--- config.mk ---
export PLATFORM = sky130hd
export DESIGN_NAME = decode_mmu_fault_ctrl
export DESIGN_NICKNAME = d
export VERILOG_FILES = /design/src/rtl/decode_mmu_fault_ctrl.sv
export SDC_FILE = /design/constraint.sdc
export NUM_CORES = 1
export LEC_CHECK = 0
export CORE_AREA = 3 3 109 111
export DETAILED_ROUTE_END_ITERATION = 10
export DIE_AREA = 0 0 112 114
export GPL_ROUTABILITY_DRIVEN = 0
export PLACE_DENSITY = 0.93
export SLEW_MARGIN = 25
export SYNTH_ARGS = -nofsm -noshare
export SYNTH_HDL_FRONTEND = slang
export SYNTH_SLANG_ARGS = --single-unit
--- constraint.sdc ---
create_clock -name iCLOCK -period 4.4 [get_ports iCLOCK]
set_input_delay 0.66 -clock iCLOCK [delete_from_list [all_inputs] [get_ports iCLOCK]]
set_output_delay 0.66 -clock iCLOCK [all_outputs]
set_load 0.02 [all_outputs]
--- src/rtl/decode_mmu_fault_ctrl.sv ---
// Decode-entry stage: forwards clean fetched instructions with one cycle of latency
// and turns the first MMU-flag violation into a single held exception request.
module decode_mmu_fault_ctrl #(
  parameter logic [6:0]  IRQ_PAGE_FAULT = 7'd40,
  parameter logic [6:0]  IRQ_PRIV_ERR   = 7'd41,
  parameter logic [6:0]  IRQ_INV_INST   = 7'd42,
  parameter int unsigned CNT_W          = 8
) (
  input  logic             iCLOCK,
  input  logic             inRESET,
  input  logic             iRESET_SYNC,
  input  logic             iFLUSH,
  input  logic             iPAGING_ENA,
  input  logic             iKERNEL_ACCESS,
  input  logic             iPREVIOUS_VALID,
  output logic             oPREVIOUS_LOCK,
  input  logic [31:0]      iPREVIOUS_INST,
  input  logic [31:0]      iPREVIOUS_PC,
  input  logic [13:0]      iPREVIOUS_MMU_FLAGS,
  output logic             oNEXT_VALID,
  input  logic             iNEXT_LOCK,
  output logic [31:0]      oNEXT_INST,
  output logic [31:0]      oNEXT_PC,
  output logic             oFAULT_REQ,
  output logic [6:0]       oFAULT_IRQ,
  output logic [31:0]      oFAULT_PC,
  input  logic             iFAULT_ACK,
  output logic [CNT_W-1:0] oFAULT_COUNT
);

  typedef enum logic [1:0] {
    ST_RUN,
    ST_REQ,
    ST_HALT
  } state_t;

  state_t     state;
  logic       accept;
  logic       fault;
  logic [6:0] fault_irq;
  logic       unused_flags;

  assign unused_flags = ^iPREVIOUS_MMU_FLAGS[13:6];

  assign oPREVIOUS_LOCK = (state != ST_RUN) || (oNEXT_VALID && iNEXT_LOCK);
  assign accept         = iPREVIOUS_VALID && !oPREVIOUS_LOCK;

  always_comb begin
    fault     = 1'b0;
    fault_irq = '0;
    if (iPAGING_ENA) begin
      if (!iPREVIOUS_MMU_FLAGS[0]) begin
        fault     = 1'b1;
        fault_irq = IRQ_PAGE_FAULT;
      end else if (!iPREVIOUS_MMU_FLAGS[3]) begin
        fault     = 1'b1;
        fault_irq = IRQ_INV_INST;
      end else if (!iKERNEL_ACCESS && (iPREVIOUS_MMU_FLAGS[5:4] == 2'b00)) begin
        fault     = 1'b1;
        fault_irq = IRQ_PRIV_ERR;
      end
    end
  end

  always_ff @(posedge iCLOCK or negedge inRESET) begin
    if (!inRESET) begin
      state        <= ST_RUN;
      oNEXT_VALID  <= 1'b0;
      oNEXT_INST   <= '0;
      oNEXT_PC     <= '0;
      oFAULT_REQ   <= 1'b0;
      oFAULT_IRQ   <= '0;
      oFAULT_PC    <= '0;
      oFAULT_COUNT <= '0;
    end else if (iRESET_SYNC) begin
      state        <= ST_RUN;
      oNEXT_VALID  <= 1'b0;
      oNEXT_INST   <= '0;
      oNEXT_PC     <= '0;
      oFAULT_REQ   <= 1'b0;
      oFAULT_IRQ   <= '0;
      oFAULT_PC    <= '0;
      oFAULT_COUNT <= '0;
    end else if (iFLUSH) begin
      state       <= ST_RUN;
      oNEXT_VALID <= 1'b0;
      oFAULT_REQ  <= 1'b0;
      // An ack coinciding with the flush still counts as a delivered fault.
      if ((state == ST_REQ) && iFAULT_ACK && (oFAULT_COUNT != '1)) begin
        oFAULT_COUNT <= oFAULT_COUNT + CNT_W'(1);
      end
    end else begin
      // Output beat drains in every state; a newly accepted clean beat overrides below.
      if (!iNEXT_LOCK) begin
        oNEXT_VALID <= 1'b0;
      end
      case (state)
        ST_RUN: begin
          if (accept) begin
            if (fault) begin
              oFAULT_REQ <= 1'b1;
              oFAULT_IRQ <= fault_irq;
              oFAULT_PC  <= iPREVIOUS_PC;
              state      <= ST_REQ;
            end else begin
              oNEXT_VALID <= 1'b1;
              oNEXT_INST  <= iPREVIOUS_INST;
              oNEXT_PC    <= iPREVIOUS_PC;
            end
          end
        end
        ST_REQ: begin
          if (iFAULT_ACK) begin
            oFAULT_REQ <= 1'b0;
            state      <= ST_HALT;
            if (oFAULT_COUNT != '1) begin
              oFAULT_COUNT <= oFAULT_COUNT + CNT_W'(1);
            end
          end
        end
        ST_HALT: ;
        default: state <= ST_RUN;
      endcase
    end
  end

endmodule

==> impl_metrics.json, run 1 <==
{
  "synth_area_leaders": "dfrtp_1 (54%), mux2i_1 (19%), nand2_1 (12%), buf_12 (2.7%), clkbuf_1 (1.5%)",
  "synth_fa_ha_area_share_pct": 0.245,
  "regToRegSetupSlack_ps": 2220,
  "antennaDiodeCount": 0,
  "min_period_over_period_pct": 61.3,
  "cts_buffers": 9,
  "hp-class": "input pin to async pin",
  "die_y_um": 114,
  "dp.cells": 773,
  "end_kind": "output port",
  "yosysSeqAreaShare_pct": 54.4,
  "numPortBuffers": 187,
  "relSlewSlack_pct": 39.9,
  "areaGrowthSynthToFinish_pct": 39.3,
  "antenna_found_initial": 1,
  "p_clk_share_pct": 27.3,
  "wl_met1_um": 5190,
  "cts_hold_buf": 0,
  "pwr-share-seq_pct": 55.3,
  "worstSkewPairLatency_ps": 360,
  "top_layer": "met5",
  "cts_tree": "yes",
  "internal-power_mw": 1.42,
  "crit_required_ps": 3740,
  "finalSetupViolCount": 0,
  "synth_top_cell_area_share_pct": 54.4,
  "die_area_um2": 12800,
  "grt_start_max_net_pins": 77,
  "fp.dieW_um": 112,
  "r2r_cells": 5,
  "synth_cell_types": 37,
  "synth-xor-area-share_pct": 0,
  "dr_total_vias": 4038,
  "route.met3.wl_um": 754,
  "setup_total_negative_slack_ps": 0,
  "grtUsageTotal_pct": 20.0,
  "synth_area_leader_cell": "dfrtp_1",
  "synthMuxAreaShare_pct": 20.1,
  "vias_per_cell": 5.12,
  "clockBufferDepth": 2,
  "p_sw_mw": 0.519,
  "synth-simple-area-share_pct": 16.0,
  "drt_pass1_iterations": 5,
  "yosys_warnings": 0,
  "rows": 38,
  "cp-start-kind": "input pin",
  "slew_viol_final": 0,
  "r2r-end": "oNEXT_INST[22]",
  "timing.rr.start": "state[1]",
  "antenna_left": 0,
  "finalHoldViolations": 0,
  "wl_per_cell_um": 16.3,
  "root_buffer": "clkbuf_8",
  "drtIter0Drc": 288,
  "core_um2": 10900,
  "design_area_um2": 7120,
  "synth_compound_area_share_pct": 3.62,
  "fin_nets": 732,
  "io_pins": 201,
  "rsz0062_at_grt": "no",
  "final_cell_count_no_fill": 789,
  "power.share.switching_pct": 26.7,
  "post_cts_resized": 0,
  "drive_gt1_share_pct": 4.01,
  "path_clk_slew_ps": 100,
  "pwr-share-comb_pct": 17.4,
  "critPathKind": "input pin to output port",
  "synth_area_um2": 5110,
  "hpwl_um": 9340,
  "dpl_cell_area_um2": 6960,
  "place_ws_ps": 1540,
  "worst_slack_ps": 1700,
  "cts.sinks": 111,
  "synth_edf_count": 0,
  "ys.flop_type": "dfrtp_1",
  "p_per_area_nw_per_um2": 273,
  "peakVddDrop_v": 0.000144,
  "wl_met2_um": 6680,
  "fmax_mhz": 370,
  "crit_start": "iNEXT_LOCK",
  "async_flop_share_pct": 100,
  "outcome": "completed",
  "grt_pass1_wl_um": 20700,
  "p_total_mw": 1.94,
  "min_period_ps": 2700,
  "grt_overflow_total": 0,
  "drc": 0,
  "worstPathMaxFanout": 3,
  "worst_pin_slew_ps": 902,
  "p_leak_nw": 3.21,
  "grt_pass1_vias": 4163,
  "fill_cells": 817,
  "maxCapViolations": 0,
  "start_util_pct": 46.9,
  "cts_setup_buffers": 0,
  "syn_inst": 473,
  "totalWireLength_um": 12800,
  "synth_seq_cells": 111,
  "arrival_ps": 2040,
  "avgSynthCellArea_um2": 10.8,
  "cts_htree_levels": 3,
  "finClkSkew_ps": 11.9,
  "synth_top_family_by_area": "multiplexers"
}
==> cells in the mapped netlist, types with 4 or more instances <==
master and count:
a21oi_1 4, nand2_1 165, nor2_1 5, buf_2 4
nor2b_1 5, mux2i_1 99, inv_1 4, buf_12 7
nand4_1 4, dfrtp_1 111, buf_4 4, clkbuf_1 21
a211oi_1 4
==> worst max-delay path: stages <==
cell             delay, ps
clkdlybuf4s50_1        460
a211oi_4               270
inv_2                   90
clkdlybuf4s50_1        550
==> layer usage <==
metal	vias to the layer above	GRT usage, %
li1	1911	-
met1	1966	24.8
met2	143	34.8
met3	16	4.03
met4	2	7.45
met5	-	0
==> layout make-up <==
cell class / instances / area (um2) / area share (%)
Clock inverter: 4 / 22.5 / 0.316
Multi-Input combinational cell: 323 / 2050 / 28.8
Sequential cell: 111 / 2780 / 39.0
Tap cell: 140 / 175 / 2.46
Timing Repair Buffer: 194 / 1930 / 27.2
Inverter: 5 / 21.3 / 0.299
Clock buffer: 12 / 135 / 1.90
==> placed cells by master, fill, tap and decap left out, types with 2 or more instances in the layout <==
master           netlist  routed
nor2b_1                5       5
clkbuf_8               0       9
clkbuf_1              21       3
mux2_1                 3       3
nand2_1              165     165
conb_1                 1       3
nor2_1                 5       5
nand3_1                3       3
a41oi_1                2       2
inv_1                  4       3
buf_4                  4       7
nand4_1                4       4
dfrtp_1              111     111
and3_1                 2       2
a21oi_1                4       4
clkinv_2               0       3
nor4b_1                2       2
a2111oi_0              2       2
mux2i_1               99      99
a31oi_1                2       2
nor3_1                 2       2
clkdlybuf4s50_1        0     186
and2_1                 3       3
a211oi_1               4       4
==> kinds of logic (layout without fill, tap and decap cells) <==
kind of cell,Yosys count,after routing
AOI/OAI and AO/OA,20,20
buffers and inverters,41,215
other,1,3
adders and majority gates,1,1
and+or+nand+nor,197,197
DFF,111,111
muxes,102,102
==> through the flow <==
step                      hold slack, ps  utilization, %
after floorplan                      364               -
after global placement               520            63.9
after detailed placement             525            63.9
after CTS                            438            65.4
after global routing                 474            65.4
final                                410            65.4
==> power groups by stage <==
stage / Combinational (mW) / Clock [mW] / Sequential [mW]
4_1_cts: 0.343 / 0.552 / 1.07
3_5_place_dp: 0.342 / 0 / 1.09
6_report: 0.339 / 0.530 / 1.07
2_1_floorplan: 0.123 / 0 / 1.13
5_1_grt: 0.363 / 0.592 / 1.08
3_3_place_gp: 0.332 / 0 / 1.09
==> flip-flops by register name, indices dropped and copies added (netlist names) <==
signal / count
oFAULT_IRQ: 3
state: 2
oNEXT_PC: 32
oNEXT_INST: 32
oFAULT_REQ: 1
oNEXT_VALID: 1
oFAULT_PC: 32
oFAULT_COUNT: 8
==> worst max path at each step <==
stage / end
global route: oPREVIOUS_LOCK
finish: oPREVIOUS_LOCK
floorplan: oNEXT_PC[10]
CTS: oPREVIOUS_LOCK
global placement: oNEXT_INST[24]
detailed placement: oNEXT_INST[7]
No activity file was read; power rests on OpenSTA's default activity.
==> inputs of run 2 (changes only) <==
- CORE_AREA: 3 3 109 111 -> 3 3 112 114
- DIE_AREA: 0 0 112 114 -> 0 0 115 117
- PLACE_DENSITY: 0.93 -> 0.89
- clock period: 4.4 -> 2.6 ns (I/O delays scaled with it)
==> impl_metrics.json, run 2 (synthesized netlist as in run 1, its figures left out) <==
{
  "outcome": "completed",
  "drt_pass1_iterations": 5,
  "setup_total_negative_slack_ps": 0,
  "maxCapViolations": 0,
  "drc": 0,
  "cts_htree_levels": 3,
  "arrival_ps": 1770,
  "cp_top_family": "buffers and inverters",
  "relSlewSlack_pct": 63.2,
  "worst_pin_slew_ps": 551,
  "areaGrowthSynthToFinish_pct": 43.4,
  "fp.dieW_um": 115,
  "die_y_um": 117,
  "totalWireLength_um": 13100,
  "crit_required_ps": 2210,
  "layout_commonest_cell": "clkdlybuf4s50_1",
  "dr_total_vias": 4054,
  "min_period_over_period_pct": 83.1,
  "cpMostUsedCell": "clkdlybuf4s50_1",
  "p_total_mw": 3.76,
  "crit_start": "iNEXT_LOCK",
  "min_period_ps": 2160,
  "cts.sinks": 111,
  "p_leak_nw": 3.30,
  "io_pins": 201,
  "antenna_found_initial": 0,
  "timing.rr.start": "state[1]",
  "peakVddDrop_v": 0.000281,
  "design_area_um2": 7330,
  "finalSetupViolCount": 0,
  "drtIter0Drc": 249,
  "fin_nets": 734,
  "path_clk_slew_ps": 70,
  "antenna_left": 0,
  "wl_per_cell_um": 16.5,
  "drive_gt1_share_pct": 4.61,
  "fmax_mhz": 463,
  "grt_pass1_vias": 4296,
  "hp-class": "input pin to async pin",
  "grt_pass1_wl_um": 21000,
  "cts_buffers": 9,
  "post_cts_resized": 0,
  "rsz0062_at_grt": "no",
  "finClkSkew_ps": 6.78,
  "grt_overflow_total": 0,
  "die_area_um2": 13500,
  "critPathKind": "input pin to output port",
  "cts_tree": "yes",
  "worstSkewPairLatency_ps": 340,
  "core_um2": 11500,
  "path_cells": "clkdlybuf4s50_1 > a211oi_4 > inv_2 > clkdlybuf4s50_1",
  "grtUsageTotal_pct": 19.4,
  "regToRegSetupSlack_ps": 580,
  "whs_ps": 30.3,
  "critPathBufInv": 3,
  "rows": 39,
  "dpl_cell_area_um2": 7030,
  "antennaDiodeCount": 0,
  "max_stage_delay_ps": 570,
  "numPortBuffers": 187,
  "cts_hold_buf": 0,
  "slew_viol_final": 0,
  "fill_cells": 930,
  "end_kind": "output port",
  "clockBufferDepth": 2,
  "multi_input_area_um2": 2050,
  "regArea_um2": 2780,
  "root_buffer": "clkbuf_16",
  "p_per_area_nw_per_um2": 513,
  "layout_common_cells": "clkdlybuf4s50_1 (186), nand2_1 (165), dfrtp_1 (111)",
  "finalHoldViolations": 0,
  "grt_start_max_net_pins": 74,
  "slowest_stage": "clkdlybuf4s50_1",
  "vias_per_cell": 5.11,
  "cts_setup_buffers": 0,
  "cp-start-kind": "input pin",
  "hpwl_um": 9450,
  "top_regs": "oFAULT_PC (32), oNEXT_INST (32), oNEXT_PC (32)",
  "start_util_pct": 44.4,
  "worstPathMaxFanout": 3
}
-- run 2: report_power, final --
| part | total [mW] | internal [mW] | switching [mW] |
|---|---|---|---|
| logic | 0.585 | 0.290 | 0.295 |
| registers | 1.82 | 1.78 | 0.0356 |
| clock network | 1.36 | 0.755 | 0.602 |
| total | 3.76 | 2.83 | 0.933 |
-- run 2: metal layers --
layer / vias up / global-route usage (%) / part of all wire (%)
met2: 144 / 34.0 / 51
li1: 1906 / - / -
met5: - / 0 / 0
met4: 0 / 6.26 / 1.8
met1: 1986 / 23.5 / 40
met3: 18 / 4.99 / 7.1
-- run 2: per-stage QoR --
stage	util [%]	setup WS (ps)	instances
2_1_floorplan	-	762	475
3_3_place_gp	61.0	298	778
3_5_place_dp	61.0	186	778
4_1_cts	63.6	426	794
5_1_grt	63.6	389	794
6_report	63.6	439	794
-- run 2: area by class of cell --
type	instances	area share, %
clock buffers	14	3.88
inverters	5	0.290
multi-input cells	323	28.0
well taps	143	2.44
flip-flops and latches	111	37.9
clock inverters	2	0.171
repair buffers	196	27.3
-- run 2: path summary, 6_finish.rpt --
kind / depth (start not counted) / endpoint
max reg2reg: 5 / oNEXT_INST[3]
min: 1 / oFAULT_COUNT[4]
max in group asynchronous: 2 / oNEXT_PC[9]
min reg2reg: 2 / oNEXT_INST[16]
min in group iCLOCK: 2 / oNEXT_INST[16]
max: 4 / oPREVIOUS_LOCK
==> inputs of run 3 (changes only) <==
- CORE_AREA: 3 3 112 114 -> 3 3 118 120
- DIE_AREA: 0 0 115 117 -> 0 0 121 123
- PLACE_DENSITY: 0.89 -> 0.85
- clock period: 2.6 -> 1.95 ns (I/O delays scaled with it)
==> impl_metrics.json, run 3 (synthesized netlist as in run 1, its figures left out) <==
{
  "worst_slack_ps": 80.4,
  "drt_pass1_iterations": 4,
  "place_ws_ps": -273,
  "final_cell_count_no_fill": 845,
  "grtUsageTotal_pct": 18.0,
  "min_period_ps": 1870,
  "start_util_pct": 39.1,
  "drive_gt1_share_pct": 7.32,
  "finClkSkew_ps": 9.44,
  "whs_ps": 397,
  "finalHoldViolations": 0,
  "arrival_ps": 1580,
  "fp.dieW_um": 121,
  "root_buffer": "clkbuf_16",
  "cts_htree_levels": 3,
  "p_leak_nw": 3.39,
  "hpwl_um": 9940,
  "grt.busiest_layer": "met2",
  "crit_required_ps": 1660,
  "antenna_found_initial": 0,
  "die_area_um2": 14900,
  "grt_start_max_net_pins": 61,
  "wl_per_cell_um": 15.7,
  "slew_viol_final": 0,
  "clockBufferDepth": 2,
  "fmax_mhz": 535,
  "use_met2_pct": 31.3,
  "vias_per_cell": 4.82,
  "io_pins": 201,
  "drtIter0Drc": 146,
  "top_regs": "oFAULT_PC (32), oNEXT_INST (32), oNEXT_PC (32)",
  "antennaDiodeCount": 0,
  "outcome": "completed",
  "rows": 42,
  "end_kind": "output port",
  "hp-class": "input pin to async pin",
  "cp-start-kind": "register",
  "dp.cells": 828,
  "cts_tree": "yes",
  "drc": 0,
  "critPathKind": "register to output port",
  "grt_pass1_vias": 4278,
  "cts_buffers": 9,
  "path_clk_slew_ps": 70,
  "p_per_area_nw_per_um2": 665,
  "use_met3_pct": 2.74,
  "cp_top_family": "buffers and inverters",
  "maxCapViolations": 0,
  "min_period_over_period_pct": 95.9,
  "layout_commonest_cell": "clkdlybuf4s50_1",
  "met1_usage_pct": 22.3,
  "dr_total_vias": 4075,
  "grt_pass1_wl_um": 21300,
  "antenna_left": 0,
  "die_y_um": 123,
  "areaGrowthSynthToFinish_pct": 47.2,
  "max_stage_delay_ps": 450,
  "grt_overflow_total": 0,
  "setup_total_negative_slack_ps": 0,
  "cts.sinks": 111,
  "core_um2": 13100,
  "critPathBufInv": 3,
  "fin_nets": 752,
  "slowest_stage": "dfrtp_2",
  "totalWireLength_um": 13300,
  "peakVddDrop_v": 0.000422,
  "layout_common_cells": "clkdlybuf4s50_1 (185), nand2_1 (165), dfrtp_1 (110)",
  "rsz0062_at_grt": "no",
  "numPortBuffers": 187,
  "worstPathMaxFanout": 7,
  "finalSetupViolCount": 0,
  "path_cells": "a211oi_4 > inv_2 > buf_4 > dlygate4sd2_1",
  "worstSkewPairLatency_ps": 350
}
[run 3: cell types whose count changed in the layout (fill, tap and decap cells not counted), moves of 2 or more]
| cell | before | now |
|---|---|---|
| clkbuf_8 | 4 | 1 |
| buf_12 | 5 | 7 |
| clkinv_4 | 0 | 3 |
| buf_4 | 5 | 20 |
[run 3: worst register-to-register path, stage by stage (launching register included)]
cell and delay [ps]:
dfrtp_2 450, a211oi_4 250, inv_2 80, a2111oi_4 330, buf_4 230, buf_12 180
mux2i_1 250
[run 3: cell type report]
class / instances / area (um2)
clock inverters: 5 / 42.5
clock buffers: 11 / 243
well taps: 176 / 220
multi-input cells: 323 / 2060
fillers: 1092 / 5560
flip-flops and latches: 111 / 2780
repair buffers: 214 / 2160
inverters: 5 / 21.3
[run 3: through the flow]
step	cell area, um2	utilization [%]	power, mW
6_report	7520	57.5	5.00
5_1_grt	7520	57.5	5.21
4_1_cts	7520	57.4	5.06
3_5_place_dp	7220	55.2	3.29
3_3_place_gp	7220	55.2	3.27
2_1_floorplan	5120	-	2.84
[run 3: repair_timing]
action / 4_1_cts / 5_1_grt
hold endpoints to repair: 25 / 0
buffers inserted: 0 / 0
endpoints found under the setup margin: 1 / 34
hold buffers: 1 / 0
pin swaps: 0 / 1
resized for setup: 1 / 2
[run 3: final timing paths]
| path | from | end | slack (ps) | depth (start not counted) |
|---|---|---|---|---|
| max in group asynchronous | inRESET | oFAULT_PC[24] | 880 | 3 |
| setup / recovery | state[1] | oPREVIOUS_LOCK | 80 | 4 |
| setup reg to reg | state[1] | oNEXT_INST[23] | 100 | 6 |
| hold reg to reg | oNEXT_PC[24] | oNEXT_PC[24] | 530 | 2 |
| min in group iCLOCK | iPREVIOUS_INST[7] | oNEXT_INST[7] | 490 | 3 |
| hold / removal | inRESET | oFAULT_PC[7] | 400 | 2 |
[run 3: report_power, final]
group | leakage, nW | internal [mW] | switching [mW]
Clock | 0.136 | 0.914 | 0.847
Sequential | 1.53 | 2.38 | 0.0484
Combinational | 1.73 | 0.413 | 0.399
[run 3: routing by layer]
metal  wire (um)  vias to the layer above
met4         335                        0
met3         683                       22
li1            -                     1948
met2        6730                      129
met5           0                        -
met1        5520                     1976
